**config.mk**
```make
export PLATFORM = sky130hd
export DESIGN_NAME = dsram_arbiter
export DESIGN_NICKNAME = d
export VERILOG_FILES = /design/src/rtl/dsram_pkg.sv /design/src/rtl/store_buffer.sv /design/src/rtl/dsram_arbiter.sv
export SDC_FILE = /design/constraint.sdc
export NUM_CORES = 1
export LEC_CHECK = 0
export ABC_AREA = 1
export CAP_MARGIN = 20
export CORE_MARGIN = 2
export CORE_UTILIZATION = 40
export CTS_CLUSTER_DIAMETER = 120
export DETAILED_ROUTE_END_ITERATION = 8
export SLEW_MARGIN = 25
export SYNTH_ARGS = -nofsm -noshare
export SYNTH_HDL_FRONTEND = slang
export SYNTH_SLANG_ARGS = --single-unit
```
**constraint.sdc**
```tcl
create_clock -name clk -period 5.6 [get_ports clk]
set_input_delay 1.12 -clock clk [delete_from_list [all_inputs] [get_ports clk]]
set_output_delay 1.12 -clock clk [all_outputs]
set_load 0.03 [all_outputs]
```
**src/rtl/dsram_pkg.sv**
```systemverilog
// Shared types and constants for the data SRAM arbiter and its store buffer.
package dsram_pkg;

  localparam int unsigned WORD_LSB = 2;
  localparam int unsigned WADDR_W  = 32 - WORD_LSB;
  localparam logic [3:0]  FULL_WE  = 4'hF;

  // One posted store: word address, byte enables, lane-aligned data.
  typedef struct packed {
    logic [WADDR_W-1:0] waddr;
    logic [3:0]         we;
    logic [31:0]        wdata;
  } sb_entry_t;

  // Which requester owns the SRAM port in the current cycle.
  typedef enum logic [1:0] {
    PORT_IDLE,
    PORT_LOAD,
    PORT_DRAIN
  } port_owner_e;

  // Word address of a byte address.
  function automatic logic [WADDR_W-1:0] word_of(input logic [31:0] addr);
    return addr[31:WORD_LSB];
  endfunction

endpackage

```
**src/rtl/store_buffer.sv**
```systemverilog
// Circular FIFO of posted stores with parallel youngest-match lookup for loads.
module store_buffer
  import dsram_pkg::*;
#(
  parameter int unsigned SB_DEPTH = 4
) (
  input  logic               clk,
  input  logic               reset,
  input  logic               i_push,
  input  sb_entry_t          i_push_entry,
  input  logic               i_pop,
  input  logic [WADDR_W-1:0] i_ld_word,
  output sb_entry_t          o_head,
  output logic               o_full,
  output logic               o_has_data,
  output logic               o_empty,
  output logic               o_hit,
  output logic               o_youngest_full,
  output logic [31:0]        o_youngest_data
);

  localparam int unsigned PW = $clog2(SB_DEPTH);
  localparam int unsigned CW = PW + 1;

  sb_entry_t     r_mem [SB_DEPTH];
  logic [PW-1:0] r_wr_ptr;
  logic [PW-1:0] r_rd_ptr;
  logic [CW-1:0] r_count;
  logic          r_empty;

  logic          w_push;
  logic          w_pop;
  logic [CW-1:0] w_count_nxt;
  logic [PW-1:0] w_idx;

  assign o_full     = (r_count == CW'(SB_DEPTH));
  assign o_has_data = (r_count != '0);
  assign o_empty    = r_empty;
  assign o_head     = r_mem[r_rd_ptr];

  assign w_push = i_push && !o_full;
  assign w_pop  = i_pop && o_has_data;

  // Occupancy after this cycle's push/pop.
  always_comb begin
    w_count_nxt = r_count;
    case ({w_push, w_pop})
      2'b10:   w_count_nxt = r_count + CW'(1);
      2'b01:   w_count_nxt = r_count - CW'(1);
      default: w_count_nxt = r_count;
    endcase
  end

  // Entry storage; contents are don't-care outside the valid window.
  always_ff @(posedge clk) begin
    if (w_push) begin
      r_mem[r_wr_ptr] <= i_push_entry;
    end
  end

  // Pointers, occupancy and registered empty flag.
  always_ff @(posedge clk or posedge reset) begin
    if (reset) begin
      r_wr_ptr <= '0;
      r_rd_ptr <= '0;
      r_count  <= '0;
      r_empty  <= 1'b1;
    end else begin
      if (w_push) begin
        r_wr_ptr <= r_wr_ptr + PW'(1);
      end
      if (w_pop) begin
        r_rd_ptr <= r_rd_ptr + PW'(1);
      end
      r_count <= w_count_nxt;
      r_empty <= (w_count_nxt == '0);
    end
  end

  // Walk entries oldest to youngest so the last match wins; the incoming store is youngest.
  always_comb begin
    o_hit           = 1'b0;
    o_youngest_full = 1'b0;
    o_youngest_data = '0;
    w_idx           = r_rd_ptr;
    for (int i = 0; i < SB_DEPTH; i++) begin
      w_idx = r_rd_ptr + PW'(i);
      if ((CW'(i) < r_count) && (r_mem[w_idx].waddr == i_ld_word)) begin
        o_hit           = 1'b1;
        o_youngest_full = (r_mem[w_idx].we == FULL_WE);
        o_youngest_data = r_mem[w_idx].wdata;
      end
    end
    if (w_push && (i_push_entry.waddr == i_ld_word)) begin
      o_hit           = 1'b1;
      o_youngest_full = (i_push_entry.we == FULL_WE);
      o_youngest_data = i_push_entry.wdata;
    end
  end

endmodule

```
**src/rtl/dsram_arbiter.sv**
```systemverilog
// Single-port data SRAM arbiter: loads first, stores posted and drained on idle cycles.
module dsram_arbiter
  import dsram_pkg::*;
#(
  parameter int unsigned SB_DEPTH = 4
) (
  input  logic        clk,
  input  logic        reset,
  input  logic        ld_req,
  input  logic [31:0] ld_addr,
  output logic        ld_gnt,
  output logic        ld_rvalid,
  output logic [31:0] ld_rdata,
  input  logic        st_req,
  input  logic [3:0]  st_we,
  input  logic [31:0] st_addr,
  input  logic [31:0] st_wdata,
  output logic        st_ack,
  output logic        sb_empty,
  output logic        data_sram_en,
  output logic [3:0]  data_sram_we,
  output logic [31:0] data_sram_addr,
  output logic [31:0] data_sram_wdata,
  input  logic [31:0] data_sram_rdata
);

  sb_entry_t   w_push_entry;
  sb_entry_t   w_head;
  logic        w_full;
  logic        w_has_data;
  logic        w_empty;
  logic        w_hit;
  logic        w_yfull;
  logic [31:0] w_ydata;
  logic        w_st_ack;
  logic        w_refused;
  logic        w_fwd;
  logic        w_partial;
  logic        w_ld_gnt;
  port_owner_e w_owner;
  logic        w_pop;
  logic        w_unused;

  logic        r_ld_rvalid;
  logic        r_fwd_sel;
  logic [31:0] r_fwd_data;

  // Byte-offset bits are ignored; accesses are whole words.
  assign w_unused = ^{ld_addr[WORD_LSB-1:0], st_addr[WORD_LSB-1:0]};

  assign w_push_entry = '{waddr: word_of(st_addr), we: st_we, wdata: st_wdata};

  store_buffer #(
    .SB_DEPTH (SB_DEPTH)
  ) u_sb (
    .clk             (clk),
    .reset           (reset),
    .i_push          (w_st_ack),
    .i_push_entry    (w_push_entry),
    .i_pop           (w_pop),
    .i_ld_word       (word_of(ld_addr)),
    .o_head          (w_head),
    .o_full          (w_full),
    .o_has_data      (w_has_data),
    .o_empty         (w_empty),
    .o_hit           (w_hit),
    .o_youngest_full (w_yfull),
    .o_youngest_data (w_ydata)
  );

  // Accept/grant decisions; a refused store or partial youngest match holds the load off.
  assign w_st_ack  = st_req && !w_full && !reset;
  assign w_refused = st_req && w_full;
  assign w_fwd     = w_hit && w_yfull;
  assign w_partial = w_hit && !w_yfull;
  assign w_ld_gnt  = ld_req && !reset && !w_refused && !w_partial && (w_fwd || !w_full);

  assign ld_gnt   = w_ld_gnt;
  assign st_ack   = w_st_ack;
  assign sb_empty = w_empty;

  // Port owner priority: forced drain when full, then SRAM load, then opportunistic drain.
  always_comb begin
    w_owner = PORT_IDLE;
    if (reset) begin
      w_owner = PORT_IDLE;
    end else if (w_full && ld_req && !w_fwd) begin
      w_owner = PORT_DRAIN;
    end else if (w_ld_gnt && !w_fwd) begin
      w_owner = PORT_LOAD;
    end else if (w_has_data) begin
      w_owner = PORT_DRAIN;
    end
  end

  assign w_pop = (w_owner == PORT_DRAIN);

  // SRAM port drive for the selected owner.
  always_comb begin
    data_sram_en    = 1'b0;
    data_sram_we    = 4'h0;
    data_sram_addr  = '0;
    data_sram_wdata = '0;
    case (w_owner)
      PORT_LOAD: begin
        data_sram_en   = 1'b1;
        data_sram_addr = {word_of(ld_addr), {WORD_LSB{1'b0}}};
      end
      PORT_DRAIN: begin
        data_sram_en    = 1'b1;
        data_sram_we    = w_head.we;
        data_sram_addr  = {w_head.waddr, {WORD_LSB{1'b0}}};
        data_sram_wdata = w_head.wdata;
      end
      default: begin
        data_sram_en = 1'b0;
      end
    endcase
  end

  // Load return: valid one cycle after grant, source chosen at the grant edge.
  always_ff @(posedge clk or posedge reset) begin
    if (reset) begin
      r_ld_rvalid <= 1'b0;
      r_fwd_sel   <= 1'b0;
      r_fwd_data  <= '0;
    end else begin
      r_ld_rvalid <= w_ld_gnt;
      r_fwd_sel   <= w_ld_gnt && w_fwd;
      if (w_ld_gnt && w_fwd) begin
        r_fwd_data <= w_ydata;
      end
    end
  end

  assign ld_rvalid = r_ld_rvalid;
  assign ld_rdata  = !r_ld_rvalid ? 32'h0 : (r_fwd_sel ? r_fwd_data : data_sram_rdata);

endmodule

```
# After elaboration in Yosys (flattened, before gate mapping)
# Memory sizes are Yosys's and may differ from the RTL's.
# Cells that the tools add are included.
[word_totals] in_bits=136 word_cells=91 ff_bits=42 memories=1 mem_bits_rw=264 output_inout_bits=105
[mem_list] memory="u_sb.r_mem" depth=4 width=66 rd=4 rd_ports_with_merged_regs=0 wr=1 line="store_buffer.sv:25" text="sb_entry_t r_mem [SB_DEPTH];"
[classes] n_lt_le_gt_ge=4 mux=28 n_eq_ne=15 n_reduce_logical=30 n_addsub=6
[ops] cell="two-way mux 32 bit" n=8
[ops] cell="== test 30 bit" n=5
[ops] cell="case mux 32 bit (2 select lines)" n=1
[ops] cell="== test 4 bit (second input constant)" n=5
[ops] cell="logical AND 1 bit" n=20
[ops] cell="two-way mux 1 bit" n=13
[ops] cell="two-way mux 2 bit" n=4
[ops] cell="zero test 1 bit" n=6
[ops] cell="< comparator 1 x 3 -> 1 bit (first input constant)" n=2
[ops] cell="< comparator 2 x 3 -> 1 bit (first input constant)" n=2
[ops] cell="case mux 3 bit (2 select lines)" n=1
[ops] cell="adder 2 x 1 -> 2 bit (second input constant)" n=2
[ops] cell="adder 2 bit (second input constant)" n=2
[ops] cell="== test 2 x 1 -> 1 bit (second input constant)" n=2
[ops] cell="== test 2 bit (second input constant)" n=2
[ops] cell="two-way mux 4 bit" n=1
[ops] cell="adder 3 x 1 -> 3 bit (second input constant)" n=1
[ops] cell="== test 3 bit (second input constant)" n=1
[ops] cell="zero test 3 bit" n=1
[ops] cell="nonzero test 3 bit" n=1
[ops] cell="subtractor 3 x 1 -> 3 bit (second input constant)" n=1
[ops] cell="OR reduction 2 bit" n=1
[ops] cell="logical OR 1 bit" n=1

# Logic depth before layout (Yosys ltp)
# An unclocked memory read counts as a cell.
[logic_depth] depth_word=22 ltp_mapped=29 mapped_depth_nobuf=25

# Modules after synthesis
# A second synthesis with hierarchy kept.
[hier_totals] hier_cells=3181 area_unflattened_um2=21620.7
[by_module_without_submodules] module="store_buffer" area_per_inst_um2=18968.2 cells_each=2729 n_inst=1 seq_area_each_um2=8129.0
[by_module_without_submodules] module="dsram_arbiter" area_per_inst_um2=2652.5 cells_each=452 n_inst=1 seq_area_each_um2=850.8

# Worst setup path after synthesis
# OpenSTA, ideal clock, no wires.
[synth_path] path_type="input -> output" startpoint="in reset" endpoint="out data_sram_addr[6]" slack_ns=-0.298 t_arrival_ns=4.778 path_buffers=2 path_stages=15 required_ns=4.480 path_cell_list="inv_1 -> nand3_1 -> inv_1 -> nand4_1 -> nor4_1 -> and2_1 -> clkbuf_1 -> nor3_1 -> nand4_1 -> nand3_1 -> inv_1 -> ha_1 -> buf_1 -> nand3_1 -> a21oi_1"
[synth_via] elab_chain_len=16 elab_cells_between_ends=24 classes_between="eq/ne: 2; mux: 6; reduce/logical: 16"
[synth_lines] element="start, declared" line="dsram_arbiter.sv:8" text="input logic reset,"
[synth_lines] element="zero test 1 bit (no line) *"
[synth_lines] element="logical AND 1 bit *" line="dsram_arbiter.sv:72" text="assign w_st_ack = st_req && !w_full && !reset;"
[synth_lines] element="logical AND 1 bit *" line="store_buffer.sv:41" text="assign w_push = i_push && !o_full;"
[synth_lines] element="named net u_sb.w_push" line="store_buffer.sv:31" text="logic w_push;"
[synth_lines] element="logical AND 1 bit *" line="store_buffer.sv:94" text="if (w_push && (i_push_entry.waddr == i_ld_word)) begin"
[synth_lines] element="two-way mux 1 bit" line="store_buffer.sv:94"
[synth_lines] element="zero test 1 bit" line="dsram_arbiter.sv:75" text="assign w_partial = w_hit && !w_yfull;"
[synth_lines] element="logical AND 1 bit" line="dsram_arbiter.sv:75"
[synth_lines] element="zero test 1 bit" line="dsram_arbiter.sv:76" text="assign w_ld_gnt = ld_req && !reset && !w_refused && !w_partial && (w_fwd || !w_full);"
[synth_lines] element="logical AND 1 bit (2 in a row)" line="dsram_arbiter.sv:76"
[synth_lines] element="logical AND 1 bit" line="dsram_arbiter.sv:89" text="end else if (w_ld_gnt && !w_fwd) begin"
[synth_lines] element="two-way mux 2 bit" line="dsram_arbiter.sv:89"
[synth_lines] element="two-way mux 2 bit *" line="dsram_arbiter.sv:87" text="end else if (w_full && ld_req && !w_fwd) begin"
[synth_lines] element="two-way mux 2 bit *" line="dsram_arbiter.sv:85" text="if (reset) begin"
[synth_lines] element="== test 2 bit or == test 2 x 1 -> 1 bit (tied branches)" line="dsram_arbiter.sv:104" text="case (w_owner)"
[synth_lines] element="case mux 32 bit (2 select lines) *" line="dsram_arbiter.sv:104"
[synth_lines] element="end, declared" line="dsram_arbiter.sv:22" text="output logic [31:0] data_sram_addr,"
# The timed path passes the listed nets; every way through them passes the cells marked *.

# Worst setup path after layout
[layout_path] startpoint="in ld_addr[20]" endpoint="out data_sram_addr[18]"
[layout_via] elab_chain_len=18 elab_cells_between_ends=36 classes_between="eq/ne: 7; mux: 14; reduce/logical: 15"
[layout_lines] element="start, declared" line="dsram_arbiter.sv:10" text="input logic [31:0] ld_addr,"
[layout_lines] element="== test 30 bit" line="store_buffer.sv:88" text="if ((CW'(i) < r_count) && (r_mem[w_idx].waddr == i_ld_word)) begin"
[layout_lines] element="logical AND 1 bit" line="store_buffer.sv:88"
[layout_lines] element="two-way mux 1 bit (4 in a row)" line="store_buffer.sv:88"
[layout_lines] element="two-way mux 1 bit" line="store_buffer.sv:94"
[layout_lines] element="zero test 1 bit" line="dsram_arbiter.sv:75"
[layout_lines] element="logical AND 1 bit" line="dsram_arbiter.sv:75"
[layout_lines] element="zero test 1 bit" line="dsram_arbiter.sv:76"
[layout_lines] element="logical AND 1 bit (2 in a row)" line="dsram_arbiter.sv:76"
[layout_lines] element="logical AND 1 bit" line="dsram_arbiter.sv:89"
[layout_lines] element="two-way mux 2 bit" line="dsram_arbiter.sv:89"
[layout_lines] element="two-way mux 2 bit *" line="dsram_arbiter.sv:87"
[layout_lines] element="two-way mux 2 bit *" line="dsram_arbiter.sv:85"
[layout_lines] element="== test 2 bit or == test 2 x 1 -> 1 bit (tied branches)" line="dsram_arbiter.sv:104"
[layout_lines] element="case mux 32 bit (2 select lines) *" line="dsram_arbiter.sv:104"
# Mark *: on every way between the ends. The rest lies on a longest branch, timed or not.

==> metrics <==
Synth Area per Inst 6.81 µm²; fmax 0.183 GHz; crit path DAT 4.34 ns; Vias/cell 5.38; nets@finish ~3500; Max Slew Vio Count 0; Max FO, Critical Path 30; Crit. End Element output port; layout cells sized above 1 0.0854; crit-path cells clkdlybuf4s50_1 > inv_1 > nand3_1 > nand2_1 > inv_1 > nand2_1 > nor2_1 > nand2_1 > nor2_1 > and2_1 > nor2_1 > nand4_1 > buf_4 > inv_1 > ha_1 > buf_12 > nand2_1 > a21oi_1 > buf_4; Root Driver clkbuf_16; DRC 0; RSZ-0062 raised after global routing false; async set or reset register ratio after synthesis 0.137; register area 8980 µm²; Slew HR 0.323; Area Overhead vs Synth 22.8%; first-pass GRT wire length 113 mm; DR pass1 iterations 6; Slew @ Worst Pin 1.02 ns; worst hold-check path type reg2reg; clock sink count 306; Die Wd ~240 µm; Max H-tree Level 2; post-synth top area cell edfxtp_1; Initial Util 0.406; CTS buffer count 38; drt wl/cell 18.8 µm; CP peak stage delay 0.55 ns; post-synth top area share 0.371; #FFs+latches synth 306; largest net degree at the start of global routing 113; Post-synth EDFFs 264; sequential area share after synthesis 0.420; Total Neg Setup Slack 0 ns; critical path launch point type input port; Reg2Reg Launch Point u_sb.r_rd_ptr[0]$_DFFE_PP0P_; post-synthesis cell type count 37; Fin Clk Skew between 0.03 and 0.04 ns; DRT iter0 DRCs 2035; Critical Path Start ld_addr[20]; most frequent cells in the layout nand2_1 (1346), o21ai_0 (296), nand3_1 (286), edfxtp_1 (264), inv_1 (240); main combinational cell family by area after synthesis simple AND/OR/NAND/NOR gates; Cell Area, Synth 21400 µm²; initial antenna violation count 7; outcome finished, final reports clean; Slowest-stage cell, CP clkdlybuf4s50_1; Crit path required time 4.48 ns; top cells by area, synth edfxtp_1 (37%), nand2_1 (24%), o21ai_0 (6.9%), nand3_1 (6.7%), dfrtp_1 (4.8%); CTS tree built; CP Class in2out; Final ANT Viol Nets 0; standby leakage power 12.1 nW; cts hold-fix bufs 0; final instance area roughly 26000 µm²; Post-DP Area 24600 µm²; total gr overflow 0; largest buffer count on any clock path 3; most numerous cell on the critical path nand2_1; total length of routed wires 76.1 mm; Final Hold Viols 0; CP bufs+invs 7; Synth Flop Type edfxtp_1; CP top delay family buffers and inverters; FP Rows between 80 and 90; Syn. warnings 0; Worst-Skew Late Latency 0.58 ns; gr usage total 0.262; Post-Synth Simple-Gate Area 0.345; core area roughly 53000 µm²; multi-input combinational cell area between 10000 and 15000 µm²; vias in the first global route 20300; commonest non-fill, non-tap cell in the layout nand2_1; fin crit share 0.976; compound-cell area share of the yosys netlist 0.118; Synth Area in Adders 0.00703; hold_sp r_fwd_data[17]$_DFFE_PP0P_; final setup fails 0; XOR/XNOR Fraction of Synth Area 0.0172; Filler Cell Count 5077; Max VDD drop around 0.34 mV; Vias 21800; DIE AREA 55300 µm²; PD cells 469 nW/µm²; I/O pin count 241; Syn Inst Count 3137; GPL Wtd Cong around 0.96; PortBufs 234; mux contribution to synthesized area 0; Post-DP HPWL 49.8 mm; Tmin final 5.46 ns; clk slew on worst S/H paths 0.06 ns; Die Height 235 µm; maxcap violations 0
worst register-to-register path: cells and delay by family (launching register included):
kind	cells	cell delay, ns
compound gates	2	0.34
buf+inv	7	1.11
fa+ha+maj	2	0.40
flops	1	0.56
simple gates	13	1.72
layout make-up:
class                      count  area share
multi-input combinational   2380       0.404
timing repair buffer         350       0.136
clock buffer                  45      0.0373
sequential                   306       0.343
inverter                     254      0.0374
clock inverter                24     0.00887
timing repair inverter         1    0.000334
tap                          688      0.0328
antenna                        4    0.000382
worst paths after layout:
path	depth (start not counted)	end	slack (ns)
max	19	data_sram_addr[18]	0.14
min	2	r_fwd_data[17]$_DFFE_PP0P_	0.48
max reg2reg	24	u_sb.o_empty$_DFF_PP1_	1.39
min reg2reg	2	r_fwd_data[17]$_DFFE_PP0P_	0.48
max in group asynchronous	3	u_sb.r_rd_ptr[0]$_DFFE_PP0P_	4.16
min in group asynchronous	3	r_fwd_data[13]$_DFFE_PP0P_	1.11
cells by family (layout without fill, tap and decap cells):
| kind of cell | Yosys count | in the layout |
|---|---|---|
| fa+ha+maj | 12 | 12 |
| buf+inv | 455 | 674 |
| flops | 306 | 306 |
| simple gates | 1842 | 1845 |
| compound gates | 479 | 479 |
| xor+xnor | 42 | 42 |
| other cells | 1 | 6 |
cells in the mapped netlist, types with 2 or more instances:
master / count
nand2_1: 1350
o41ai_1: 2
or2_2: 2
edfxtp_1: 264
buf_2: 55
nor2_1: 170
o211ai_1: 43
xor2_1: 13
inv_2: 9
xnor2_1: 29
buf_4: 35
nor4_1: 3
clkbuf_1: 83
inv_1: 243
o21ai_1: 28
ha_1: 12
buf_1: 20
nand4_1: 10
buf_6: 8
nand2_2: 6
o21ai_0: 296
and2_1: 2
nor2_2: 2
a21oi_1: 107
nand3_1: 288
dfrtp_1: 41
nor3_1: 6
repair_timing:
item,4_1_cts,5_1_grt
endpoints found under the setup margin,43,66
cloned,3,6
setup buffers,1,7
endpoints found under the hold margin,0,0
resized for setup,8,36
pin swaps,1,5
per-layer routing:
layer | wire length (µm) | part of all wire | vias to the layer above | track usage
li1 | - | - | 10500 | -
met1 | 31100 | 0.41 | 10100 | 0.337
met2 | 35800 | 0.47 | 943 | 0.439
met3 | 6430 | 0.084 | 179 | 0.0376
met4 | 2800 | 0.037 | 6 | 0.110
met5 | 43 | 0.00056 | - | 0
where the power goes:
part	total (mW)	internal, mW	switching, mW
Combinational	7.02	2.18	4.84
Clock	2.42	1.43	0.990
Sequential	2.87	2.74	0.128
metrics by stage:
step	setup WS, ns	total power, mW	hold slack, ns	instances	util
2_1_floorplan	0.227	7.46	0.450	3138	-
3_3_place_gp	0.0270	9.18	0.468	3962	0.467
3_5_place_dp	0.0186	9.33	0.470	3962	0.467
4_1_cts	0.0149	11.9	0.487	4035	0.492
5_1_grt	0.00210	13.2	0.502	4050	0.498
6_report	0.136	12.3	0.480	4052	0.498
registers in the layout, summed over array words and instances, names as in the netlist:
name / cells
u_sb.r_wr_ptr: 2
u_sb.r_rd_ptr: 2
r_fwd_data: 32
ld_rvalid: 1
u_sb.r_mem: 264
u_sb.o_empty: 1
u_sb.r_count: 3
r_fwd_sel: 1
No activity file was read; power rests on OpenSTA's default activity.
